<file path="src/rtl/seq_average_pool.sv">
// Multi-channel temporal mean pooling: accumulate t samples per channel, then divide by t.
// Optional build macro AVG_ROUND_EN selects round-half-away-from-zero instead of truncation.
module seq_average_pool #(
  parameter int unsigned DW = 16,
  parameter int unsigned CH = 4,
  parameter int unsigned TW = 8
) (
  input  logic               clk,
  input  logic               rst_n,
  input  logic               start,
  input  logic [TW-1:0]      t,
  input  logic               in_valid,
  output logic               in_ready,
  input  logic [CH*DW-1:0]   in_data,
  output logic               out_valid,
  input  logic               out_ready,
  output logic [CH*DW-1:0]   out_data,
  output logic               busy,
  output logic               done,
  output logic               err_zero_len
);

  localparam int unsigned AW = DW + TW;
  localparam int unsigned CW = (CH > 1) ? $clog2(CH) : 1;
  localparam int unsigned IW = $clog2(AW + 1);

  typedef enum logic [1:0] {S_IDLE, S_ACC, S_DIV, S_OUT} state_t;

  state_t state, state_nx;

  logic [TW-1:0]        t_lat;
  logic [TW-1:0]        count;
  logic signed [AW-1:0] acc [CH];
  logic [CW-1:0]        ch_idx;
  logic [IW-1:0]        it_cnt;
  logic [AW-1:0]        quo;
  logic [TW-1:0]        rem;
  logic                 neg;

  logic                 start_ok;
  logic                 take;
  logic                 last_smp;
  logic                 div_done;

  logic [AW-1:0]        acc_sel;
  logic [AW-1:0]        mag;
  logic [AW-1:0]        dividend;
  logic [TW:0]          rem_sh;
  logic [TW:0]          sub;
  logic                 ge;
  logic [TW-1:0]        rem_nx;
  logic [AW-1:0]        quo_nx;
  logic [DW-1:0]        qd;
  logic [DW-1:0]        res;

  assign start_ok = (state == S_IDLE) && start && (t != '0);
  assign take     = (state == S_ACC) && in_valid;
  assign last_smp = take && (count == t_lat - TW'(1));
  assign div_done = (state == S_DIV) && (it_cnt == IW'(AW)) && (ch_idx == CW'(CH - 1));

  // Status decodes straight off the state register; done/err are same-cycle pulses.
  assign in_ready     = (state == S_ACC);
  assign busy         = (state != S_IDLE);
  assign out_valid    = (state == S_OUT);
  assign done         = (state == S_OUT) && out_ready;
  assign err_zero_len = (state == S_IDLE) && start && (t == '0);

  always_ff @(posedge clk) begin
    if (!rst_n) state <= S_IDLE;
    else        state <= state_nx;
  end

  always_comb begin
    state_nx = state;
    case (state)
      S_IDLE:  if (start_ok)  state_nx = S_ACC;
      S_ACC:   if (last_smp)  state_nx = S_DIV;
      S_DIV:   if (div_done)  state_nx = S_OUT;
      S_OUT:   if (out_ready) state_nx = S_IDLE;
      default: state_nx = S_IDLE;
    endcase
  end

  // Restoring divider step on |acc| / t, one quotient bit per cycle.
  always_comb begin
    acc_sel = acc[ch_idx];
    mag     = acc_sel[AW-1] ? (AW'(0) - acc_sel) : acc_sel;
`ifdef AVG_ROUND_EN
    dividend = mag + AW'(t_lat >> 1);
`else
    dividend = mag;
`endif
    rem_sh = {rem, quo[AW-1]};
    ge     = (rem_sh >= {1'b0, t_lat});
    sub    = rem_sh - {1'b0, t_lat};
    rem_nx = ge ? TW'(sub) : TW'(rem_sh);
    quo_nx = {quo[AW-2:0], ge};
    qd     = quo_nx[DW-1:0];
    res    = neg ? (DW'(0) - qd) : qd;
  end

  always_ff @(posedge clk) begin
    if (!rst_n) begin
      t_lat    <= '0;
      count    <= '0;
      for (int unsigned k = 0; k < CH; k++) acc[k] <= '0;
      ch_idx   <= '0;
      it_cnt   <= '0;
      quo      <= '0;
      rem      <= '0;
      neg      <= 1'b0;
      out_data <= '0;
    end else begin
      if (start_ok) begin
        t_lat  <= t;
        count  <= '0;
        for (int unsigned k = 0; k < CH; k++) acc[k] <= '0;
        ch_idx <= '0;
        it_cnt <= '0;
      end
      if (take) begin
        count <= count + TW'(1);
        for (int unsigned k = 0; k < CH; k++)
          acc[k] <= acc[k] + {{TW{in_data[k*DW + DW - 1]}}, in_data[k*DW +: DW]};
      end
      if (state == S_DIV) begin
        if (it_cnt == '0) begin
          quo    <= dividend;
          rem    <= '0;
          neg    <= acc_sel[AW-1];
          it_cnt <= IW'(1);
        end else begin
          quo <= quo_nx;
          rem <= rem_nx;
          if (it_cnt == IW'(AW)) begin
            out_data[ch_idx*DW +: DW] <= res;
            it_cnt <= '0;
            ch_idx <= ch_idx + CW'(1);
          end else begin
            it_cnt <= it_cnt + IW'(1);
          end
        end
      end
    end
  end

endmodule

</file>
<file path="config.mk">
export PLATFORM = sky130hd
export DESIGN_NAME = seq_average_pool
export DESIGN_NICKNAME = d
export VERILOG_FILES = /design/src/rtl/seq_average_pool.sv
export SDC_FILE = /design/constraint.sdc
export NUM_CORES = 1
export LEC_CHECK = 0
export ABC_AREA = 1
export CELL_PAD_IN_SITES_DETAIL_PLACEMENT = 1
export CELL_PAD_IN_SITES_GLOBAL_PLACEMENT = 2
export CORE_UTILIZATION = 30
export DETAILED_ROUTE_END_ITERATION = 10
export GPL_ROUTABILITY_DRIVEN = 0
export PLACE_DENSITY = 0.82
export SETUP_SLACK_MARGIN = 0.05
export SLEW_MARGIN = 10
export SYNTH_ARGS = -nofsm -noshare
export SYNTH_HDL_FRONTEND = slang
export SYNTH_SLANG_ARGS = --single-unit
</file>
<file path="constraint.sdc">
create_clock -name clk -period 3.5 [get_ports clk]
set_input_delay 0.35 -clock clk [delete_from_list [all_inputs] [get_ports clk]]
set_output_delay 0.35 -clock clk [all_outputs]
set_load 0.02 [all_outputs]
</file>
==> out/summary.txt, run 1 <==
Max-cap violations -> 0
crit path cell chain -> inv_1 > ha_1 > nand2_1 > nand2_1 > a21oi_1 > nand3_1 > nor2_4 > ha_1 > nand3_1 > nor2_1 > nand3_1 > o21ai_2 > o21ai_0 > xor2_1 > nand2_1 > nor2_1 > nand2_1 > a21oi_1
unrepaired setup endpoints after global routing -> no
Post-synth ARST share -> 0%
detailed-route via count -> 16200
htree depth -> 1
TritonRoute pass-1 iters -> 5
Critical Path Sink -> out_data[28]
placed cells -> 3068
R2R cell count -> 18
synthesized area -> 15700 um2
Primary FF master, synth -> dfxtp_1
Worst R2R End -> out_data[28]
cts repair resizes -> 1
Slowest-stage cell, CP -> dfxtp_1
Final Hold Vio Count -> 0
leading area contributor after synthesis -> dfxtp_1
Worst-Skew Late Latency -> 0.59 ns
io pins -> 146
worst path required time -> 4.00 ns
share of the synthesized area in the top cell type -> 18.6%
die width -> 231 um
Switching Share -> 42.4%
Bufs on Longest Clock Path -> 3
clock network power share -> 27.8%
type of the worst setup path -> flip-flop to flip-flop
PortBufs -> 145
initial antenna violation count -> 0
leakage -> 7.89 nW
Die Y -> 231 um
TritonCTS clock tree -> done
Layout Nets -> 2617
Cell Int Power -> 6.49 mW
HP Class -> input pin to flip-flop
PnR worst setup slack -> 0.440 ns
detailed placement HPWL -> 44.2 mm
Final Util -> 36.7%
Core ar. -> 51600 um2
Sum Neg Setup Slack -> 0 ns
maximum fanout along the worst path -> 6
cts hold-fix bufs -> 0
postcts setup bufs -> 0
sequential power share -> 29.8%
synth-to-layout area growth -> 20.5%
initial drt markers -> 799
top post-synthesis cells by count -> nand2_1, a21oi_1, inv_1, nor2_1, nand3_1
CP peak stage delay -> 0.38 ns
worst setup path startpoint -> t_lat[6]
Max Freq -> 327 MHz
outcome -> complete, no violations
# DRC -> 0
clk root buf -> clkbuf_16
antenna fix cells -> 0
worst r2r src -> t_lat[6]
remaining global-route overflow -> 0
sw power -> 4.77 mW
Final period util -> 87.4%
Rel. slew slack -> 19.6%
Rows -> 83
Starting Density -> 30.5%
flop2flop setup slack -> 0.44 ns
pin count of the biggest net entering global routing -> 107
Slew Limit Fails -> 0
Yosys cell types -> 54
Comb pwr share -> 42.4%
All-Layer GR Usage -> 21.3%
most numerous cell in the Yosys netlist -> nand2_1
final-report setup violation count -> 0
Vias/cell -> 5.18
drt total wl -> 57.6 mm
Synth Warn # -> 0
die area -> 53400 um2
fin crit period -> 3.06 ns
#FFs+latches synth -> 218
power density over the cells -> 594 nW/um2
WP data arrival -> 3.56 ns
Place WS -> 0.101 ns
clk slew on worst S/H paths -> 0.06 ns
mean post-synth cell area -> 6.89 um2
number of synthesized flops with an enable pin -> 72
WL/cell -> 18.5 um
layout cells sized above 1 -> 5.94%
Slew @ Worst Pin -> 1.21 ns
syn nets -> 2483
vias in the first global route -> 16800
Final ANT Viol Nets -> 0
Finished Layout Cells -> 3122
CP Capture Type -> flip-flop
Clock Skew -> 0.0162 ns
Seq/Total Area, Yosys -> 32.3%
worst vdd ir -> 0.323 mV
Top cell by count, worst path -> nand2_1
Syn Inst Count -> 2285
CP startpoint kind -> flip-flop
clk sinks -> 218
global-route wire length before repair -> 91.1 mm
top area cells in the synthesized netlist -> dfxtp_1, nand2_1, edfxtp_1
Num CTS Buffers -> 29
[metal layers]
| metal | track usage (%) | part of all wire (%) |
|---|---|---|
| met1 | 26.8 | 45 |
| met2 | 38.0 | 49 |
| met3 | 2.25 | 3.2 |
| met4 | 6.50 | 3.2 |
| met5 | 0 | 0 |
[logic make-up (layout without fill, tap and decap cells)]
| group | count (synthesis) | after routing | share of synthesized area, % |
|---|---|---|---|
| and+or+nand+nor | 1080 | 1080 | 29.5 |
| AOI/OAI and AO/OA | 514 | 514 | 17.8 |
| buffers and inverters | 297 | 454 | 7.51 |
| DFF | 218 | 218 | 32.3 |
| adders and majority gates | 121 | 121 | 9.86 |
| xor gates and xnor gates | 55 | 55 | 3.06 |
[layout make-up]
class                           instances  area [um2]
Multi-Input combinational cell       1770        9490
Clock buffer                           43         880
Inverter                              228         857
Timing Repair Buffer                  172        1680
Fill cell                            6409       32700
Sequential cell                       218        5090
Tap cell                              680         851
Clock inverter                         11         120
[critical path, delay by kind of cell (launching register included)]
family,cells,cell delay (ns)
simple gates,10,1.11
compound gates,4,0.61
buf+inv,1,0.08
fa+ha+maj,2,0.57
flops,1,0.38
xor+xnor,1,0.23
[per-stage QoR]
step | power (mW) | area (um2) | hold WS (ns)
floorplan | 6.58 | 15700 | 0.453
CTS | 11.3 | 19000 | 0.416
detailed placement | 8.13 | 17900 | 0.458
finish | 11.3 | 19000 | 0.452
global route | 12.1 | 19000 | 0.458
global placement | 8.01 | 17900 | 0.457
[worst min path at each step]
| stage | to | depth (start not counted) | startpoint |
|---|---|---|---|
| 3_5_place_dp | out_data[63] | 2 | out_data[63] |
| 6_report | t_lat[0] | 3 | t[0] |
| 2_1_floorplan | it_cnt[4] | 2 | it_cnt[4] |
| 5_1_grt | t_lat[0] | 3 | t[0] |
| 3_3_place_gp | out_data[53] | 2 | out_data[53] |
| 4_1_cts | t_lat[0] | 3 | t[0] |
[placed cells by master, fill, tap and decap left out, types with 53 or more instances in the layout]
| master | instances |
|---|---|
| a21oi_1 | 297 |
| nand4_1 | 53 |
| o21ai_0 | 112 |
| nand3_1 | 157 |
| inv_1 | 215 |
| nand2_1 | 600 |
| nor2_1 | 170 |
| clkdlybuf4s50_1 | 145 |
| ha_1 | 116 |
| dfxtp_1 | 145 |
| edfxtp_1 | 72 |
[power by group through the flow]
stage | Combinational, mW | Sequential, mW | Clock [mW]
after CTS | 4.76 | 3.36 | 3.23
after detailed placement | 4.72 | 3.41 | 0
after floorplan | 3.33 | 3.25 | 0
after global routing | 5.39 | 3.39 | 3.32
after global placement | 4.62 | 3.40 | 0
final | 4.78 | 3.35 | 3.13
[state kept, by name, summed over array words and instances (netlist names)]
| register | count |
|---|---|
| acc | 96 |
| state | 2 |
| count | 8 |
| ch_idx | 2 |
| it_cnt | 5 |
| rem | 8 |
| out_data | 64 |
| t_lat | 8 |
| quo | 24 |
| neg | 1 |
Note: power is estimated with default switching activity, not from simulation.
==> run 2: changes to the inputs <==
--- a/config.mk
+++ b/config.mk
@@ -8,6 +8,7 @@
 export ABC_AREA = 1
 export CELL_PAD_IN_SITES_DETAIL_PLACEMENT = 1
 export CELL_PAD_IN_SITES_GLOBAL_PLACEMENT = 2
+export CORE_MARGIN = 2
 export CORE_UTILIZATION = 30
 export DETAILED_ROUTE_END_ITERATION = 10
 export GPL_ROUTABILITY_DRIVEN = 0
==> constraint.sdc (replaced) <==
create_clock -name clk -period 3.5 [get_ports clk]
set_input_delay 0.35 -clock clk [delete_from_list [all_inputs] [get_ports clk]]
set_output_delay 0.35 -clock clk [all_outputs]
set_load 0.01 [all_outputs]
==> run 2 against run 1 <==
Sequential share of layout area shrank 0.058 points. Combinational power down 1%. Final cell count barely moved. Worst hold slack got worse by 0.0025 ns. Maximum frequency is essentially flat. Routed wire length is 0.51% lower. Core utilization grew 0.080 points. Clock power grew 4%. Sequential cell count did not move. Critical path depth stayed put. Critical path type unchanged. Critical endpoint unchanged. Highest routed layer unchanged.
==> out/summary.txt, run 2 (synthesized netlist as in run 1, its figures left out) <==
Final ANT Viol Nets -> 0 (unchanged)
worst r2r src -> t_lat[6]
vias in the first global route -> 16800 (+0.018%)
synth-to-layout area growth -> 20.7%
Slew @ Worst Pin -> 1.06 ns (-0.142 ns)
commonest non-fill, non-tap cell in the layout -> nand2_1
Sum Neg Setup Slack -> 0 ns (unchanged)
detailed placement HPWL -> 44.8 mm (+1.5%)
Reg with most FFs -> acc
Starting Density -> 30.5% (unchanged)
layout cells sized above 1 -> 5.81% (-0.13 points)
io pins -> 146 (unchanged)
max FFs per register -> 96 (unchanged)
crit path cell chain -> inv_1 > ha_1 > nand2_1 > nand2_1 > a21oi_1 > nand3_1 > nor2_1 > ha_1 > nand3_1 > nor2_1 > nand3_1 > o21ai_2 > o21ai_0 > xor2_1 > nand2_1 > nor2_1 > nand2_1 > a21oi_1
Max-cap violations -> 0 (unchanged)
# DRC -> 0 (unchanged)
CP Capture Type -> flip-flop
detailed-route via count -> 16200 (-0.012%)
flop2flop setup slack -> 0.44 ns (about the same)
most frequent cells in the layout -> nand2_1, a21oi_1, inv_1
Rows -> 83 (unchanged)
cts repair resizes -> 0 (-1)
unrepaired setup endpoints after global routing -> no
PortBufs -> 145 (unchanged)
Slew Limit Fails -> 0 (unchanged)
WL met3 -> 1.75 mm (-4.5%)
# fillers -> 6464 (+0.86%)
drt total wl -> 57.4 mm (-0.51%)
outcome -> complete, no violations
htree depth -> 1 (unchanged)
Largest regs -> acc: 96 flops, out_data: 64 flops, quo: 24 flops
initial antenna violation count -> 0 (unchanged)
CP startpoint kind -> flip-flop
pin count of the biggest net entering global routing -> 100 (-6.5%)
Max Freq -> 327 MHz (about the same)
WP data arrival -> 3.56 ns (about the same)
R2R cell count -> 18 (unchanged)
type of the worst setup path -> flip-flop to flip-flop
TritonRoute pass-1 iters -> 4 (-1)
Rel. slew slack -> 29.1% (+9.5 points)
clk sinks -> 218 (unchanged)
Clock Skew -> 0.0157 ns (-0.000419 ns)
Final period util -> 87.4% (about the same)
initial drt markers -> 728 (-8.9%)
Final Hold Vio Count -> 0 (unchanged)
TritonCTS clock tree -> done
cts hold-fix bufs -> 0 (unchanged)
clk slew on worst S/H paths -> 0.06 ns (about the same)
remaining global-route overflow -> 0 (unchanged)
met2 routed WL -> 28.7 mm (+2.1%)
worst path required time -> 3.99 ns (about the same)
Bufs on Longest Clock Path -> 3 (unchanged)
Hold Path End -> t_lat[0]
WL/cell -> 18.4 um (-0.61%)
Top cell by count, worst path -> nand2_1
die width -> 233 um (+0.87%)
global-route wire length before repair -> 90.4 mm (-0.82%)
worst vdd ir -> 0.427 mV (+32%)
FF+latch area -> 5090 um2 (unchanged)
DR top layer -> met4
antenna fix cells -> 0 (unchanged)
power density over the cells -> 598 nW/um2 (+0.60%)
Vias/cell -> 5.17 (-0.11%)
area of the multi-input gates -> 9480 um2 (about the same)
Die Y -> 233 um (+0.87%)
Worst R2R End -> out_data[28]
CP peak stage delay -> 0.38 ns (about the same)
leakage -> 7.90 nW (+0.17%)
clk root buf -> clkbuf_16
Num CTS Buffers -> 29 (unchanged)
postcts setup bufs -> 0 (unchanged)
Core ar. -> 51600 um2 (unchanged)
fin crit period -> 3.06 ns (+0.000768 ns)
HP Class -> input pin to flip-flop
hold path start -> t[0]
All-Layer GR Usage -> 20.8% (-0.50 points)
Layout Nets -> 2621 (+0.15%)
final-report setup violation count -> 0 (unchanged)
Worst Hold Depth -> 3 (unchanged)
wl on met1 -> 25.7 mm (-0.98%)
Power, Total -> 11.4 mW (+0.82%)
Slowest-stage cell, CP -> dfxtp_1
Worst-Skew Late Latency -> 0.58 ns (about the same)
maximum fanout along the worst path -> 5 (-1)
die area -> 54300 um2 (+1.7%)
[run 2: cell count changes in the layout (fill, tap and decap cells not counted), sizes merged]
cell      previous run  this run
clkbuf              43        38
buf                 27        31
bufinv               2         6
clkinv              11        10
clkinvlp             0         1
[run 2: worst max path at each step]
stage,start,end,depth (start not counted)
floorplan,t_lat[2],out_data[28],21
global placement,in_data[48],acc[3][20],15
detailed placement,t_lat[2],out_data[28],20
CTS,t_lat[6],out_data[28],18
global route,t_lat[6],out_data[28],18
finish,t_lat[6],out_data[28],18
[run 2: layer usage]
| layer | GRT usage, % | vias up |
|---|---|---|
| met5 | 0 | - |
| met4 | 4.70 | 0 |
| met3 | 2.23 | 70 |
| met2 | 38.3 | 237 |
| met1 | 25.9 | 7835 |
| li1 | - | 8015 |
[run 2: area by class of cell]
class | instances | share of cell area (%)
inverters | 228 | 4.51
clock buffers | 38 | 4.16
well taps | 680 | 4.48
clock inverters | 15 | 1.27
repair buffers | 176 | 8.93
flip-flops and latches | 218 | 26.8
multi-input cells | 1770 | 49.9
[run 2: where the power goes]
part           switching (mW)  leakage [nW]  total, mW  internal (mW)
logic                    3.16          5.44       4.73           1.56
registers               0.312          1.97       3.35           3.04
clock network            1.25         0.499       3.27           2.03
total                    4.72          7.90       11.4           6.63
[run 2: worst max-delay path, delay by kind of cell (launching register included)]
kind / cells / cell delay [ns]
AOI/OAI and AO/OA: 4 / 0.62
xor gates and xnor gates: 1 / 0.31
adders and majority gates: 2 / 0.55
buffers and inverters: 1 / 0.08
DFF: 1 / 0.38
and+or+nand+nor: 10 / 1.05
[run 2: through the flow]
stage | area [um2] | util [%] | cells | hold slack (ns) | setup WS (ns)
global route | 19000 | 36.8 | 3125 | 0.459 | 0.0804
global placement | 18000 | 34.8 | 3072 | 0.456 | 0.424
detailed placement | 18000 | 34.8 | 3072 | 0.460 | 0.314
floorplan | 15700 | - | 2285 | 0.453 | 0.619
finish | 19000 | 36.8 | 3125 | 0.449 | 0.439
CTS | 19000 | 36.8 | 3125 | 0.423 | 0.275
==> run 3: changes to the inputs <==
==> constraint.sdc (replaced) <==
create_clock -name clk -period 3.9 [get_ports clk]
set_input_delay 0.39 -clock clk [delete_from_list [all_inputs] [get_ports clk]]
set_output_delay 0.39 -clock clk [all_outputs]
set_load 0.01 [all_outputs]
==> run 3 against run 2 <==
Critical endpoint is now out_data[58]. Core utilization is 0.17 points lower. Sequential power fell by 10%. Register-to-register slack better by 0.17 ns. Non-clock buffer count shrank 7. Worst hold slack better by 0.016 ns. Highest routed layer unchanged. Clock skew is 0.0071 ns higher. First-iteration DRC count decreased by 7.0%. Global-route usage grew 0.19 points. Largest power group unchanged. Die area stayed put. Sequential cell count unchanged. Setup slack improved by 0.17 ns. Via count is 0.47% lower.
==> out/summary.txt, run 3 (synthesized netlist as in run 1, its figures left out) <==
outcome -> complete, no violations
Num CTS Buffers -> 29 (unchanged)
Vias/cell -> 5.16 (-0.28%)
Top cell by count, worst path -> nand2_1
Slew @ Worst Pin -> 1.15 ns (+0.0895 ns)
initial antenna violation count -> 0 (unchanged)
detailed placement HPWL -> 44.6 mm (-0.43%)
die area -> 54300 um2 (unchanged)
most frequent cells in the layout -> nand2_1, a21oi_1, inv_1
cts hold-fix bufs -> 0 (unchanged)
synth-to-layout area growth -> 20.2%
leakage -> 7.86 nW (-0.60%)
PnR worst setup slack -> 0.613 ns (+0.174 ns)
Comb pwr share -> 42.3% (+0.6 points)
Max Freq -> 304 MHz (-6.9%)
CP startpoint kind -> flip-flop
WL/cell -> 18.4 um (+0.17%)
All-Layer GR Usage -> 21.0% (+0.19 points)
Bufs on Longest Clock Path -> 3 (unchanged)
Core ar. -> 51600 um2 (unchanged)
Clock Skew -> 0.0228 ns (+0.00706 ns)
cts repair resizes -> 0 (unchanged)
antenna fix cells -> 0 (unchanged)
Slew Limit Fails -> 0 (unchanged)
delay-heaviest family, CP -> simple AND/OR/NAND/NOR gates
postcts setup bufs -> 0 (unchanged)
Rows -> 83 (unchanged)
final-report setup violation count -> 0 (unchanged)
Die Y -> 233 um (unchanged)
Cell Int Power -> 5.84 mW (-12%)
Max-cap violations -> 0 (unchanged)
sw power -> 4.21 mW (-11%)
post-route cell area -> 18900 um2 (-0.47%)
Final Hold Vio Count -> 0 (unchanged)
WP data arrival -> 3.77 ns (+0.21 ns)
Final ANT Viol Nets -> 0 (unchanged)
vias in the first global route -> 16700 (-0.49%)
PortBufs -> 145 (unchanged)
commonest non-fill, non-tap cell in the layout -> nand2_1
clk sinks -> 218 (unchanged)
drt total wl -> 57.3 mm (about the same)
die width -> 233 um (unchanged)
maximum fanout along the worst path -> 5 (unchanged)
Final period util -> 84.3% (-3.2 points)
Slowest-stage cell, CP -> dfxtp_1
remaining global-route overflow -> 0 (unchanged)
Worst-Skew Late Latency -> 0.58 ns (about the same)
Largest regs -> acc: 96 flops, out_data: 64 flops, quo: 24 flops
Switching Share -> 41.9% (+0.27 points)
# DRC -> 0 (unchanged)
max FFs per register -> 96 (unchanged)
Post-DP Area -> 17900 um2 (-0.22%)
CP Buf/Inv Count -> 1 (unchanged)
io pins -> 146 (unchanged)
clock network power share -> 27.8% (-1.0 points)
worst path required time -> 4.38 ns (+0.39 ns)
initial drt markers -> 677 (-7.0%)
worst hold slack -> 0.466 ns (+0.0163 ns)
worst vdd ir -> 0.356 mV (-17%)
Reg with most FFs -> acc
pin count of the biggest net entering global routing -> 106 (+6.0%)
type of the worst setup path -> flip-flop to flip-flop
layout cells sized above 1 -> 5.54% (-0.27 points)
sequential power share -> 29.9% (+0.4 points)
crit path cell chain -> inv_1 > ha_1 > nand2_1 > nand2_1 > a21oi_1 > nand3_1 > nor2_1 > ha_1 > nand3_1 > nor2_1 > nand3_1 > o21ai_0 > xor2_1 > nand2_1 > nor2_1 > nand2_1 > a21oi_1
Rel. slew slack -> 23.1% (-6.0 points)
Layout Nets -> 2614 (-0.27%)
HP Class -> flip-flop to flip-flop
fin crit period -> 3.29 ns (+0.226 ns)
global-route wire length before repair -> 90.8 mm (+0.46%)
CP peak stage delay -> 0.37 ns (about the same)
TritonRoute pass-1 iters -> 5 (+1)
CP Capture Type -> flip-flop
unrepaired setup endpoints after global routing -> no
clk root buf -> clkbuf_16
Place WS -> 0.574 ns (+0.259 ns)
TritonCTS clock tree -> done
clk slew on worst S/H paths -> 0.06 ns (about the same)
Sum Neg Setup Slack -> 0 ns (unchanged)
htree depth -> 1 (unchanged)
Starting Density -> 30.5% (unchanged)
detailed-route via count -> 16100 (-0.47%)
power density over the cells -> 531 nW/um2 (-11%)
-- run 3: worst paths after layout --
path / cells after the start / slack [ns] / start / to
max: 17 / 0.61 / t_lat[6] / out_data[58]
min: 2 / 0.47 / out_data[52] / out_data[52]
max reg2reg: 17 / 0.61 / t_lat[6] / out_data[58]
min reg2reg: 2 / 0.47 / out_data[52] / out_data[52]
-- run 3: cell type report --
type / count / area (um2)
inverters: 228 / 857
repair buffers: 169 / 1660
clock buffers: 44 / 832
fillers: 6434 / 32700
clock inverters: 10 / 154
well taps: 680 / 851
multi-input cells: 1770 / 9480
flip-flops and latches: 218 / 5090
-- run 3: metal layers --
layer	GRT usage, %	wire length, um	up-vias	share of wire, %
li1	-	-	7992	-
met1	26.3	25300	7743	44
met2	38.2	28600	268	50
met3	2.27	2020	78	3.5
met4	5.27	1510	0	2.6
met5	0	0	-	0
-- run 3: per-stage QoR --
step	util [%]	std cells	power, mW
after floorplan	-	2285	5.89
after global placement	34.7	3065	7.18
after detailed placement	34.7	3065	7.29
after CTS	36.6	3119	10.2
after global routing	36.6	3119	10.8
final	36.6	3119	10.1
-- run 3: tightest hold or removal path: stages, from the launching register on --
cell	delay, ns
dfxtp_1	0.31
nand2_1	0.06
a21oi_1	0.05
-- run 3: power by group through the flow --
stage | Sequential [mW] | Combinational, mW | Clock [mW]
finish | 3.00 | 4.25 | 2.79
global route | 3.04 | 4.84 | 2.96
CTS | 3.01 | 4.27 | 2.88
detailed placement | 3.05 | 4.24 | 0
global placement | 3.04 | 4.13 | 0
floorplan | 2.92 | 2.98 | 0
==> RTL edit (flow settings as in run 1) <==
One comparison of `it_cnt` changes from == to >=.
--- a/src/rtl/seq_average_pool.sv
+++ b/src/rtl/seq_average_pool.sv
@@ -132,7 +132,7 @@
         end else begin
           quo <= quo_nx;
           rem <= rem_nx;
-          if (it_cnt == IW'(AW)) begin
+          if (it_cnt >= IW'(AW)) begin
             out_data[ch_idx*DW +: DW] <= res;
             it_cnt <= '0;
             ch_idx <= ch_idx + CW'(1);
Behaviour: same outputs for any inputs over 4 cycles, from zero or initial values and one cycle with rst_n low; that may be too few to reach the edited logic, so the function may still have changed.
==> RTL edit against run 1 <==
- sequential cell count is the same
- non-clock buffer count is 5 higher
- synthesized area up 0.34%
- wire length fell by 2.1%
- critical path depth is 1 higher
- cell area down 0.20%
- hold slack lost 0.023 ns
- power increased by 2.7%
- worst setup slack worse by 0.080 ns
- critical path type unchanged
- critical endpoint is now out_data[56]
==> RTL edit: results <==
status:
  outcome: "complete, no violations"
timing:
  fin_worst_skew_ns: 0.0241
  fmax_mhz: 318
  worst_pin_slew_ns: 0.893
clock_network:
  cts_root_buffer: "clkbuf_16"
  clk_pin_slew_ns: 0.06
  htreeDepth: 1
  clock_latency_ns: 0.59
  clock_path_buffers: 3
  numCtsBuffers: 28
synth:
  synth_ff_type: "dfxtp_1"
  synth-warning-count: 0
  yosys-top-cells-area: "dfxtp_1 19%, nand2_1 14%, edfxtp_1 14%"
  syn-num-nets: 2475
  synth_edf_count: 72
  synth_cell_types: 57
  synthTopCellsByCount: "585 x nand2_1, 304 x a21oi_1, 213 x inv_1"
  synthArstFlopShare_pct: 0
  yosysSeqAreaShare_pct: 32.2
cells_and_area:
  top_regs: "acc: 96 flops, out_data: 64 flops, quo: 24 flops"
  nets: 2610
  fillers: 6502
  antenna_cells: 0
  drive_gt1_share_pct: 5.96
job:
  drv_cap: 0
hold_path:
  holdPathStages: 3
  hold_path.class: "primary input to flop"
  hp-start: "t[0]"
worst_setup_path:
  cp.arrival_ns: 3.66
  r2r_slack_ns: 0.36
  reg2reg_from: "t_lat[2]"
  r2r_end: "out_data[56]"
  r2r_cells: 19
placed_design:
  placed_area_mm2: 0.0180
  dpl.hpwl_um: 43600
  port_buffers: 145
grt:
  grt_pass1_wl_um: 89700
  use_met2_pct: 35.1
  grt_max_degree: 58
  grtUsageMet1_pct: 28.4
  antenna_found_initial: 1
  track_usage_pct: 20.9
  use_met3_pct: 2.19
power_and_ir_drop:
  vdd_drop_max_v: 0.000359
  p_leak_nw: 7.72
detailed_routing:
  wl_per_cell_um: 18.1
  drt_iter0_markers: 813
  route.vias.total: 16000
==> RTL edit: cell count changes in the layout (fill, tap and decap cells not counted), moves of 6 or more <==
cell	before	now
xor2_1	44	37
a21oi_1	297	304
nand2_1	600	584
clkinv_2	9	2
nor3_1	26	20
o21ai_0	112	118
buf_4	25	31
nand3_1	157	150
xnor2_1	11	19
o211ai_1	5	11
==> RTL edit: timing repair <==
action | 4_1_cts | 5_1_grt
resized for setup | 0 | 1
setup endpoints to repair | 0 | 3
setup buffers | 0 | 0
hold buffers | 0 | 0
==> RTL edit: report_power, final <==
group,leakage (nW),switching [mW],internal (mW)
combinational,5.32,3.44,1.74
clock,0.440,1.22,1.71
sequential,1.97,0.384,3.08
==> RTL edit: worst max path at each step <==
stage	from	end	slack [ns]	cells after the start
4_1_cts	t_lat[2]	out_data[30]	0.40	18
2_1_floorplan	state[1]	acc[0][0]	0.69	6
3_3_place_gp	in_data[48]	acc[3][12]	0.29	14
3_5_place_dp	in_data[48]	acc[3][12]	0.27	14
5_1_grt	t_lat[6]	out_data[24]	0.03	17
6_report	t_lat[2]	out_data[56]	0.36	19
==> RTL edit: routing by layer <==
metal	vias to the layer above	routed length, µm
li1	8003	-
met1	7673	26700
met2	287	26300
met3	78	2020
met4	2	1430
met5	-	10
==> RTL edit: stage by stage <==
stage               util, %  std cells  setup WS [ns]  hold slack, ns
floorplan                 -       2277          0.688           0.453
global placement       34.9       3062          0.288           0.455
detailed placement     34.9       3062          0.274           0.456
CTS                    36.6       3114          0.405           0.397
global route           36.7       3114         0.0259           0.441
finish                 36.7       3114          0.360           0.429
==> RTL edit: layout make-up <==
type                    count  area [µm²]  share of cell area [%]
well taps                 680         851                    4.50
clock inverters            11         118                   0.622
repair buffers            177        1700                    9.01
flip-flops and latches    218        5090                    26.9
inverters                 224         847                    4.48
multi-input cells        1763        9530                    50.3
clock buffers              41         790                    4.17
==> RTL edit: critical path: stages, from the launching register on <==
cell	delay [ns]
dfxtp_1	0.38
inv_1	0.09
ha_1	0.38
nand2_1	0.10
nand2_1	0.07
nand2_1	0.09
nand2_1	0.05
nand2_1	0.06
nand3_1	0.06
nor2_1	0.15
ha_1	0.21
nand3_1	0.12
nor2_1	0.11
nand3_1	0.16
nand2_1	0.12
xor2_1	0.47
nand2_1	0.10
nor2_1	0.14
nand2_1	0.09
a21oi_1	0.13
==> RTL edit: kinds of logic (layout without fill, tap and decap cells) <==
logic type,count (synthesis),count (layout),share of synthesized area (%)
xor gates and xnor gates,56,56,3.11
DFF,218,218,32.2
buffers and inverters,296,453,7.57
adders and majority gates,121,121,9.82
AOI/OAI and AO/OA,541,541,18.9
and+or+nand+nor,1045,1045,28.4
